## src/rtl/axi_lite_mul_engine_if.sv

```systemverilog
// AXI4-Lite slave bus bundle for axi_lite_mul_engine.
// Valid/ready rule: a beat transfers on a rising clock edge where both VALID and READY are high.
interface axi_lite_mul_engine_if;
  logic [4:0]  S_AXI_AWADDR;
  logic [2:0]  S_AXI_AWPROT;
  logic        S_AXI_AWVALID;
  logic        S_AXI_AWREADY;
  logic [31:0] S_AXI_WDATA;
  logic [3:0]  S_AXI_WSTRB;
  logic        S_AXI_WVALID;
  logic        S_AXI_WREADY;
  logic [1:0]  S_AXI_BRESP;
  logic        S_AXI_BVALID;
  logic        S_AXI_BREADY;
  logic [4:0]  S_AXI_ARADDR;
  logic [2:0]  S_AXI_ARPROT;
  logic        S_AXI_ARVALID;
  logic        S_AXI_ARREADY;
  logic [31:0] S_AXI_RDATA;
  logic [1:0]  S_AXI_RRESP;
  logic        S_AXI_RVALID;
  logic        S_AXI_RREADY;

  modport slave (
    input  S_AXI_AWADDR, S_AXI_AWPROT, S_AXI_AWVALID, S_AXI_WDATA, S_AXI_WSTRB, S_AXI_WVALID,
           S_AXI_BREADY, S_AXI_ARADDR, S_AXI_ARPROT, S_AXI_ARVALID, S_AXI_RREADY,
    output S_AXI_AWREADY, S_AXI_WREADY, S_AXI_BRESP, S_AXI_BVALID, S_AXI_ARREADY,
           S_AXI_RDATA, S_AXI_RRESP, S_AXI_RVALID
  );

  modport master (
    output S_AXI_AWADDR, S_AXI_AWPROT, S_AXI_AWVALID, S_AXI_WDATA, S_AXI_WSTRB, S_AXI_WVALID,
           S_AXI_BREADY, S_AXI_ARADDR, S_AXI_ARPROT, S_AXI_ARVALID, S_AXI_RREADY,
    input  S_AXI_AWREADY, S_AXI_WREADY, S_AXI_BRESP, S_AXI_BVALID, S_AXI_ARREADY,
           S_AXI_RDATA, S_AXI_RRESP, S_AXI_RVALID
  );
endinterface

```

## src/rtl/axi_lite_mul_engine.sv

```systemverilog
// AXI4-Lite iterative shift-add multiplier with start/status registers and done interrupt.
// Define HW_MUL_INTR_EN to implement INTR_EN/INTR_STS and drive irq; otherwise irq is 0.
module axi_lite_mul_engine #(
  parameter int OP_W               = 32,
  parameter int C_S_AXI_DATA_WIDTH = 32,
  parameter int C_S_AXI_ADDR_WIDTH = 5
) (
  input  logic                   ACLK,
  input  logic                   ARESET,
  axi_lite_mul_engine_if.slave   s_axi,
  output logic                   irq,
  output logic [1:0]             dbg_state
);
  localparam int PW    = 2 * OP_W;
  localparam int CNT_W = $clog2(OP_W + 1);
  localparam int STB_W = C_S_AXI_DATA_WIDTH / 8;

  typedef enum logic [1:0] {IDLE = 2'd0, LOAD = 2'd1, RUN = 2'd2, FIN = 2'd3} state_t;

  state_t            state_q, state_d;
  logic              awready_q, awready_d, bvalid_q, bvalid_d;
  logic              arready_q, arready_d, rvalid_q, rvalid_d;
  logic [31:0]       rdata_q, rdata_d;
  logic              signed_q, signed_d, done_q, done_d, neg_q, neg_d;
  logic [OP_W-1:0]   opa_q, opa_d, opb_q, opb_d, mplier_q, mplier_d;
  logic [PW-1:0]     res_q, res_d, mcand_q, mcand_d, acc_q, acc_d;
  logic [CNT_W-1:0]  cnt_q, cnt_d;
  logic              intr_en_q, intr_en_d, intr_sts_q, intr_sts_d, irq_q, irq_d;

  logic              wr_fire, rd_fire, busy, start, a_neg, b_neg;
  logic [2:0]        wr_idx, rd_idx;
  logic [31:0]       rd_val, opa_wr, opb_wr;
  logic [OP_W-1:0]   mag_a, mag_b;
  logic [63:0]       res_ext;
  logic              unused_ok;

  function automatic logic [31:0] merge(input logic [31:0] old_v, input logic [31:0] data,
                                        input logic [STB_W-1:0] strb);
    logic [31:0] r;
    for (int i = 0; i < STB_W; i++) r[i*8 +: 8] = strb[i] ? data[i*8 +: 8] : old_v[i*8 +: 8];
    return r;
  endfunction

  assign wr_fire = awready_q & s_axi.S_AXI_AWVALID & s_axi.S_AXI_WVALID;
  assign rd_fire = arready_q & s_axi.S_AXI_ARVALID;
  assign wr_idx  = s_axi.S_AXI_AWADDR[C_S_AXI_ADDR_WIDTH-1:2];
  assign rd_idx  = s_axi.S_AXI_ARADDR[C_S_AXI_ADDR_WIDTH-1:2];
  assign busy    = (state_q != IDLE);
  assign res_ext = 64'(res_q);

  assign s_axi.S_AXI_AWREADY = awready_q;
  assign s_axi.S_AXI_WREADY  = awready_q;
  assign s_axi.S_AXI_BVALID  = bvalid_q;
  assign s_axi.S_AXI_BRESP   = 2'b00;
  assign s_axi.S_AXI_ARREADY = arready_q;
  assign s_axi.S_AXI_RVALID  = rvalid_q;
  assign s_axi.S_AXI_RDATA   = rdata_q;
  assign s_axi.S_AXI_RRESP   = 2'b00;
  assign irq                 = irq_q;
  assign dbg_state           = state_q;
  assign unused_ok = ^{s_axi.S_AXI_AWPROT, s_axi.S_AXI_ARPROT,
                       s_axi.S_AXI_AWADDR[1:0], s_axi.S_AXI_ARADDR[1:0]};

  always_comb begin
    rd_val = '0;
    case (rd_idx)
      3'd0: rd_val = {30'b0, signed_q, 1'b0};
      3'd1: rd_val = {30'b0, done_q, busy};
      3'd2: rd_val = 32'(opa_q);
      3'd3: rd_val = 32'(opb_q);
      3'd4: rd_val = res_ext[31:0];
      3'd5: rd_val = res_ext[63:32];
      3'd6: rd_val = {31'b0, intr_en_q};
      3'd7: rd_val = {31'b0, intr_sts_q};
      default: rd_val = '0;
    endcase
  end

  always_comb begin
    state_d    = state_q;
    awready_d  = s_axi.S_AXI_AWVALID & s_axi.S_AXI_WVALID & ~bvalid_q & ~awready_q;
    bvalid_d   = wr_fire | (bvalid_q & ~s_axi.S_AXI_BREADY);
    arready_d  = s_axi.S_AXI_ARVALID & ~rvalid_q & ~arready_q;
    rvalid_d   = rd_fire | (rvalid_q & ~s_axi.S_AXI_RREADY);
    rdata_d    = rd_fire ? rd_val : rdata_q;
    signed_d   = signed_q;
    done_d     = done_q;
    neg_d      = neg_q;
    opa_d      = opa_q;
    opb_d      = opb_q;
    mplier_d   = mplier_q;
    res_d      = res_q;
    mcand_d    = mcand_q;
    acc_d      = acc_q;
    cnt_d      = cnt_q;
    intr_en_d  = intr_en_q;
    intr_sts_d = intr_sts_q;
    irq_d      = 1'b0;
    start      = 1'b0;
    opa_wr     = merge(32'(opa_q), s_axi.S_AXI_WDATA, s_axi.S_AXI_WSTRB);
    opb_wr     = merge(32'(opb_q), s_axi.S_AXI_WDATA, s_axi.S_AXI_WSTRB);
    a_neg      = signed_q & opa_q[OP_W-1];
    b_neg      = signed_q & opb_q[OP_W-1];
    mag_a      = a_neg ? -opa_q : opa_q;
    mag_b      = b_neg ? -opb_q : opb_q;

    // Operand and control writes are silently dropped while an operation is in flight.
    if (wr_fire && !busy) begin
      case (wr_idx)
        3'd0: if (s_axi.S_AXI_WSTRB[0]) begin
          signed_d = s_axi.S_AXI_WDATA[1];
          start    = s_axi.S_AXI_WDATA[0];
        end
        3'd2: opa_d = opa_wr[OP_W-1:0];
        3'd3: opb_d = opb_wr[OP_W-1:0];
        default: ;
      endcase
    end

`ifdef HW_MUL_INTR_EN
    irq_d = intr_sts_q & intr_en_q;
    if (wr_fire && wr_idx == 3'd6 && s_axi.S_AXI_WSTRB[0]) intr_en_d = s_axi.S_AXI_WDATA[0];
    if (wr_fire && wr_idx == 3'd7 && s_axi.S_AXI_WSTRB[0] && s_axi.S_AXI_WDATA[0]) intr_sts_d = 1'b0;
`else
    intr_en_d  = 1'b0;
    intr_sts_d = 1'b0;
`endif

    case (state_q)
      IDLE: if (start) begin
        state_d = LOAD;
        done_d  = 1'b0;
      end
      LOAD: begin
        mcand_d  = PW'(mag_a);
        mplier_d = mag_b;
        neg_d    = a_neg ^ b_neg;
        acc_d    = '0;
        cnt_d    = '0;
        state_d  = RUN;
      end
      RUN: begin
        if (mplier_q[0]) acc_d = acc_q + mcand_q;
        mcand_d  = mcand_q << 1;
        mplier_d = mplier_q >> 1;
        cnt_d    = cnt_q + CNT_W'(1);
        if (cnt_q == CNT_W'(OP_W - 1)) state_d = FIN;
      end
      FIN: begin
        res_d   = neg_q ? -acc_q : acc_q;
        done_d  = 1'b1;
`ifdef HW_MUL_INTR_EN
        // Placed after the W1C so a clear in the same cycle loses to the set.
        intr_sts_d = 1'b1;
`endif
        state_d = IDLE;
      end
      default: state_d = IDLE;
    endcase
  end

  always_ff @(posedge ACLK) begin
    if (ARESET) begin
      state_q    <= IDLE;
      awready_q  <= 1'b0;
      bvalid_q   <= 1'b0;
      arready_q  <= 1'b0;
      rvalid_q   <= 1'b0;
      rdata_q    <= '0;
      signed_q   <= 1'b0;
      done_q     <= 1'b0;
      neg_q      <= 1'b0;
      opa_q      <= '0;
      opb_q      <= '0;
      mplier_q   <= '0;
      res_q      <= '0;
      mcand_q    <= '0;
      acc_q      <= '0;
      cnt_q      <= '0;
      intr_en_q  <= 1'b0;
      intr_sts_q <= 1'b0;
      irq_q      <= 1'b0;
    end else begin
      state_q    <= state_d;
      awready_q  <= awready_d;
      bvalid_q   <= bvalid_d;
      arready_q  <= arready_d;
      rvalid_q   <= rvalid_d;
      rdata_q    <= rdata_d;
      signed_q   <= signed_d;
      done_q     <= done_d;
      neg_q      <= neg_d;
      opa_q      <= opa_d;
      opb_q      <= opb_d;
      mplier_q   <= mplier_d;
      res_q      <= res_d;
      mcand_q    <= mcand_d;
      acc_q      <= acc_d;
      cnt_q      <= cnt_d;
      intr_en_q  <= intr_en_d;
      intr_sts_q <= intr_sts_d;
      irq_q      <= irq_d;
    end
  end
endmodule

```

## src/flat_wrapper.sv

```systemverilog
// flat-port wrapper written by rule: the top's interface ports become plain ports
module axi_lite_mul_engine_flat 
#(
  parameter int OP_W               = 32,
  parameter int C_S_AXI_DATA_WIDTH = 32,
  parameter int C_S_AXI_ADDR_WIDTH = 5
)
  (ACLK, ARESET, irq, dbg_state, s_axi_S_AXI_AWADDR, s_axi_S_AXI_AWPROT, s_axi_S_AXI_AWVALID, s_axi_S_AXI_WDATA, s_axi_S_AXI_WSTRB, s_axi_S_AXI_WVALID, s_axi_S_AXI_BREADY, s_axi_S_AXI_ARADDR, s_axi_S_AXI_ARPROT, s_axi_S_AXI_ARVALID, s_axi_S_AXI_RREADY, s_axi_S_AXI_AWREADY, s_axi_S_AXI_WREADY, s_axi_S_AXI_BRESP, s_axi_S_AXI_BVALID, s_axi_S_AXI_ARREADY, s_axi_S_AXI_RDATA, s_axi_S_AXI_RRESP, s_axi_S_AXI_RVALID);
  axi_lite_mul_engine_if s_axi_i ();
  input  logic ACLK;
  input  logic ARESET;
  output logic irq;
  output logic [1:0] dbg_state;
  input wire logic [$bits(s_axi_i.S_AXI_AWADDR)-1:0] s_axi_S_AXI_AWADDR;
  input wire logic [$bits(s_axi_i.S_AXI_AWPROT)-1:0] s_axi_S_AXI_AWPROT;
  input wire logic [$bits(s_axi_i.S_AXI_AWVALID)-1:0] s_axi_S_AXI_AWVALID;
  input wire logic [$bits(s_axi_i.S_AXI_WDATA)-1:0] s_axi_S_AXI_WDATA;
  input wire logic [$bits(s_axi_i.S_AXI_WSTRB)-1:0] s_axi_S_AXI_WSTRB;
  input wire logic [$bits(s_axi_i.S_AXI_WVALID)-1:0] s_axi_S_AXI_WVALID;
  input wire logic [$bits(s_axi_i.S_AXI_BREADY)-1:0] s_axi_S_AXI_BREADY;
  input wire logic [$bits(s_axi_i.S_AXI_ARADDR)-1:0] s_axi_S_AXI_ARADDR;
  input wire logic [$bits(s_axi_i.S_AXI_ARPROT)-1:0] s_axi_S_AXI_ARPROT;
  input wire logic [$bits(s_axi_i.S_AXI_ARVALID)-1:0] s_axi_S_AXI_ARVALID;
  input wire logic [$bits(s_axi_i.S_AXI_RREADY)-1:0] s_axi_S_AXI_RREADY;
  output wire logic [$bits(s_axi_i.S_AXI_AWREADY)-1:0] s_axi_S_AXI_AWREADY;
  output wire logic [$bits(s_axi_i.S_AXI_WREADY)-1:0] s_axi_S_AXI_WREADY;
  output wire logic [$bits(s_axi_i.S_AXI_BRESP)-1:0] s_axi_S_AXI_BRESP;
  output wire logic [$bits(s_axi_i.S_AXI_BVALID)-1:0] s_axi_S_AXI_BVALID;
  output wire logic [$bits(s_axi_i.S_AXI_ARREADY)-1:0] s_axi_S_AXI_ARREADY;
  output wire logic [$bits(s_axi_i.S_AXI_RDATA)-1:0] s_axi_S_AXI_RDATA;
  output wire logic [$bits(s_axi_i.S_AXI_RRESP)-1:0] s_axi_S_AXI_RRESP;
  output wire logic [$bits(s_axi_i.S_AXI_RVALID)-1:0] s_axi_S_AXI_RVALID;
  assign s_axi_i.S_AXI_AWADDR = s_axi_S_AXI_AWADDR;
  assign s_axi_i.S_AXI_AWPROT = s_axi_S_AXI_AWPROT;
  assign s_axi_i.S_AXI_AWVALID = s_axi_S_AXI_AWVALID;
  assign s_axi_i.S_AXI_WDATA = s_axi_S_AXI_WDATA;
  assign s_axi_i.S_AXI_WSTRB = s_axi_S_AXI_WSTRB;
  assign s_axi_i.S_AXI_WVALID = s_axi_S_AXI_WVALID;
  assign s_axi_i.S_AXI_BREADY = s_axi_S_AXI_BREADY;
  assign s_axi_i.S_AXI_ARADDR = s_axi_S_AXI_ARADDR;
  assign s_axi_i.S_AXI_ARPROT = s_axi_S_AXI_ARPROT;
  assign s_axi_i.S_AXI_ARVALID = s_axi_S_AXI_ARVALID;
  assign s_axi_i.S_AXI_RREADY = s_axi_S_AXI_RREADY;
  assign s_axi_S_AXI_AWREADY = s_axi_i.S_AXI_AWREADY;
  assign s_axi_S_AXI_WREADY = s_axi_i.S_AXI_WREADY;
  assign s_axi_S_AXI_BRESP = s_axi_i.S_AXI_BRESP;
  assign s_axi_S_AXI_BVALID = s_axi_i.S_AXI_BVALID;
  assign s_axi_S_AXI_ARREADY = s_axi_i.S_AXI_ARREADY;
  assign s_axi_S_AXI_RDATA = s_axi_i.S_AXI_RDATA;
  assign s_axi_S_AXI_RRESP = s_axi_i.S_AXI_RRESP;
  assign s_axi_S_AXI_RVALID = s_axi_i.S_AXI_RVALID;
  axi_lite_mul_engine #(.OP_W(OP_W), .C_S_AXI_DATA_WIDTH(C_S_AXI_DATA_WIDTH), .C_S_AXI_ADDR_WIDTH(C_S_AXI_ADDR_WIDTH)) u_core (.ACLK(ACLK), .ARESET(ARESET), .s_axi(s_axi_i), .irq(irq), .dbg_state(dbg_state));
endmodule
```

## config.mk

```make
export PLATFORM = sky130hd
export DESIGN_NAME = axi_lite_mul_engine_flat
export DESIGN_NICKNAME = d
export VERILOG_FILES = /design/src/rtl/axi_lite_mul_engine_if.sv /design/src/rtl/axi_lite_mul_engine.sv /design/src/flat_wrapper.sv
export SDC_FILE = /design/constraint.sdc
export NUM_CORES = 1
export LEC_CHECK = 0
export BUFFER_PORTS_ARGS = -buffer_cell sky130_fd_sc_hd__buf_2
export CORE_MARGIN = 5
export CORE_UTILIZATION = 56
export DETAILED_ROUTE_END_ITERATION = 8
export PLACE_DENSITY = 0.74
export REMOVE_ABC_BUFFERS = 1
export SETUP_SLACK_MARGIN = 0.1
export SYNTH_ARGS = -nofsm -noshare
export SYNTH_HDL_FRONTEND = slang
export SYNTH_SLANG_ARGS = --single-unit
```

## constraint.sdc

```tcl
create_clock -name ACLK -period 3.5 [get_ports ACLK]
set_input_delay 0.35 -clock ACLK [delete_from_list [all_inputs] [get_ports ACLK]]
set_output_delay 0.35 -clock ACLK [all_outputs]
set_load 0.01 [all_outputs]
```

==> metrics.txt <==
number of nets in the layout=approximately 2,600; RR Endpoint=u_core.res_ext[61]$_SDFFE_PP0P_; post-synthesis to final-layout area growth=12.60%; post-layout min period=3.553 ns; category of the worst setup path launch point=register; leading cell types by total area after synthesis=sky130_fd_sc_hd__dfxtp_1, sky130_fd_sc_hd__mux2i_1, sky130_fd_sc_hd__nor2_1; capturing element type of the critical path=register; Buffers on Ports=87; number of hold violations in the final report=0; routability-driven placement congestion ratio=a little under 1; asr flop ratio synth=0%; fraction of the mapped netlist area in adder cells=4.632%; status=finished with violations; RSZ-0062 raised after global routing=true; leftover overflow at the end of global routing=0; share of post-route cells with drive strength above 1=a little under an eighth; worst path buffer plus inverter count=0; post-detailed-route via-to-cell ratio=approximately 6; Max-slew headroom=30.38%; cell-by-cell trace of the critical path=or3_4 -> or4_4 -> or3_4 -> or4_4 -> or2_4 -> or3_4 -> or2_4 -> o41ai_4 -> xor2_1 -> a211oi_2; count of warnings emitted by yosys=0; wire length per cell after detailed routing=between 15 and 20 µm; Hold Crit Endpoint=u_core.s_axi.S_AXI_AWREADY$_SDFF_PP0_; netlist area before placement=0.01961 mm²; most common cell in the netlist=sky130_fd_sc_hd__dfxtp_1; standard cell core area=between 0.03 and 0.04 mm²; Post-Syn Instances=between 2,000 and 2,500; cells on worst reg2reg path=10; number of antenna violations at the first check in global routing=1; first-pass GRT wire length=about 90,000 µm; Top cell by count, worst path=sky130_fd_sc_hd__or3_4; DRC Markers=0; Setup TNS Final=-0.09274 ns; Diodes inserted=0; clock-pin slew on the worst setup and hold paths=about 0.06 ns; total setup violations reported at the end of the flow=3; fill count=between 2,000 and 3,000; initial core utilization=56.77%; largest clock skew in the final design=approximately 0.018 ns; simple-gate portion of the synthesized area=18.86%; PD cells=between 300 and 400 mW/mm²; total number of vias=18,020; Max-cap violations=0; Final HPWL DP=41,480 µm; via count of the first global-routing pass=17,100; smallest setup slack after layout=-0.05299 ns; Storage cell area=around 0.0067 mm²; slowest stage delay, CP=about 0.47 ns; I/O pin count=slightly above 100; most common flop cell mapped by yosys=sky130_fd_sc_hd__dfxtp_1; average cell area after synthesis=around 8.0 µm²; source-to-sink clock delay at the later pin of the worst-skew pair=0.57 ns; largest family of logic cells by synthesized area=compound AO/OA/AOI/OAI gates; overall global routing resource usage=approximately 28%; sink count of the clock tree=roughly 340; number of buffers between clock root and the deepest sink=3; portion of netlist area occupied by mux cells=around 9%; type of the setup path with the least slack=reg2reg; area occupied by multi-input gates=approximately 0.012 mm²; share of the yosys chip area belonging to registers=between 30% and 40%; most numerous cell types in the synthesized netlist=sky130_fd_sc_hd__dfxtp_1, sky130_fd_sc_hd__nor2_1, sky130_fd_sc_hd__nand2_1; cell leakage power=about 8.9 nW; worst setup slack for register-to-register paths=-0.05 ns; top cell type's share of synthesized area=between 30% and 40%; Min-Delay Path Depth=3; data required time at the worst endpoint=between 3 and 4 ns; final core occ=between 60% and 70%; post-route worst hold slack=roughly 0.024 ns; pin count of the biggest net entering global routing=~110; top sig layer=met5; number of distinct library cells after synthesis=76; CTS root buf=sky130_fd_sc_hd__clkbuf_16; slowest cell on the critical path=sky130_fd_sc_hd__or4_4; number of buffers created by CTS=37; pin slew with the least headroom to its limit=about 1.0 ns; H-Tree Level Count=2; met3 WL post-DR=between 3000 and 4000 µm; Worst Hold Class=in2reg; Synth Register Bits=~340; violated checks=setup timing; post-route ant nets=0; count of flip-flops with a built-in enable after synthesis=0; endpoint arrival time on the critical path=about 4.0 ns; cell family contributing the most delay on the critical path=simple AND/OR/NAND/NOR gates; fraction of the mapped netlist area in compound gates=21.36%; met1 layer wirelength in the final routing=about 25,000 µm; routed wl met2=~27,000 µm; worst vdd rail ir drop=about 370 µV; Reg-to-Reg Start=u_core.acc_q[6]$_SDFFE_PP0P_; final wirelength=between 50,000 and 60,000 µm; Core Rows=68; Post-Synth XOR/XNOR Area=under 10%; final clock period utilization by the worst path=101.5%; startpoint of the most critical hold path=s_axi_S_AXI_AWVALID; die height=~200 µm; CTS tree=yes; fmax=approximately 280 MHz; area of the die=0.03886 mm²; number of detailed-routing iterations run before antenna repair=7; Final Slew Violations=0; drt initial violations=1,236; floorplan die width=a little under 200 µm; worst-path fanout max=4; dominant cell type by area after synthesis=sky130_fd_sc_hd__dfxtp_1
## area by class of cell
class	instances	area share (%)
inverters	35	0.5950
clock buffers	58	5.009
multi-input cells	1904	55.64
flip-flops and latches	335	30.40
well taps	455	2.578
clock inverters	7	0.2777
repair buffers	181	5.508
## stage by stage
step	cell area [µm²]	total power, mW	worst slack, ns	cells
CTS	21940	8.768	-0.04460	2973
detailed placement	20740	4.991	-0.02312	2906
global route	22080	9.014	-0.1139	2975
floorplan	18940	4.658	-2.837	2274
finish	22080	8.706	-0.05299	2975
global placement	20740	4.976	0.02577	2906
## sequential cells by signal, indices dropped and copies added, names as in the netlist
| name | cells |
|---|---|
| u_core.res_ext | 64 |
| u_core.done_q | 1 |
| u_core.s_axi.S_AXI_BVALID | 1 |
| u_core.mplier_q | 32 |
| u_core.dbg_state | 2 |
| u_core.cnt_q | 6 |
| u_core.neg_q | 1 |
| u_core.opa_q | 32 |
| u_core.signed_q | 1 |
| u_core.s_axi.S_AXI_AWREADY | 1 |
| u_core.s_axi.S_AXI_ARREADY | 1 |
| u_core.s_axi.S_AXI_RVALID | 1 |
| u_core.s_axi.S_AXI_RDATA | 32 |
| u_core.acc_q | 64 |
| u_core.mcand_q | 64 |
| u_core.opb_q | 32 |
## layer usage
metal | up-vias | GRT usage, %
met2 | 546 | 47.54
li1 | 8802 | -
met1 | 8553 | 37.04
met5 | - | 0
met3 | 112 | 4.469
met4 | 2 | 9.630
## worst max-delay path by stage
stage,start,end,slack (ns),cells past startpoint
final,u_core.acc_q[6]$_SDFFE_PP0P_,u_core.res_ext[61]$_SDFFE_PP0P_,-0.05,10
after global routing,u_core.acc_q[6]$_SDFFE_PP0P_,u_core.res_ext[61]$_SDFFE_PP0P_,-0.11,10
after CTS,u_core.acc_q[6]$_SDFFE_PP0P_,u_core.res_ext[61]$_SDFFE_PP0P_,-0.04,10
after detailed placement,u_core.acc_q[6]$_SDFFE_PP0P_,u_core.res_ext[61]$_SDFFE_PP0P_,-0.02,10
after global placement,u_core.acc_q[6]$_SDFFE_PP0P_,u_core.res_ext[61]$_SDFFE_PP0P_,0.03,10
after floorplan,u_core.dbg_state[0]$_SDFFE_PP0P_,u_core.acc_q[21]$_SDFFE_PP0P_,-2.84,6
## timing repair
| action | in CTS | in global routing |
|---|---|---|
| pin swaps | 6 | 6 |
| hold buffers | 0 | 0 |
| buffers inserted | 2 | 2 |
| endpoints found under the setup margin | 5 | 27 |
| resized for setup | 4 | 32 |
## placed cells by master, fill, tap and decap left out, drive strengths merged, types with 4 or more instances in the layout
cell type	instances
dfxtp	335
nor2	300
nand2	227
a21oi	193
o21ai	186
buf	181
mux2i	172
xor2	98
xnor2	80
nand3	79
ha	71
clkbuf	58
a211oi	54
nand2b	48
inv	36
a21o	34
o221ai	34
a22oi	33
o31ai	29
nor3	27
or3	26
nand4	23
o21bai	22
or4	15
o41ai	15
nor2b	14
o211ai	13
and2	11
a31oi	9
nor4	9
and3	7
clkinv	6
or2	6
nand3b	5
conb	5
a32o	4
o31a	4
a22o	4
a21boi	4
## power breakdown
group / total [mW] / internal [mW] / switching (mW) / leakage (nW)
Sequential: 3.94 / 3.88 / 0.0561 / 2.70
Combinational: 0.979 / 0.358 / 0.621 / 5.59
Clock: 3.79 / 2.18 / 1.61 / 0.576
Total: 8.71 / 6.42 / 2.29 / 8.87
## kinds of logic (layout without fill, tap and decap cells)
family / after synthesis / in the layout
DFF: 335 / 335
muxes: 173 / 173
xor gates and xnor gates: 178 / 178
AOI/OAI and AO/OA: 666 / 666
other: 1 / 5
and+or+nand+nor: 810 / 810
buffers and inverters: 208 / 281
adders and majority gates: 72 / 72
## tightest hold or removal path, delay by kind of cell
family,cells,cell delay [ns]
buffers and inverters,1,0.10
AND/OR/NAND/NOR,2,0.09
Power figures use the tool's default switching activity.
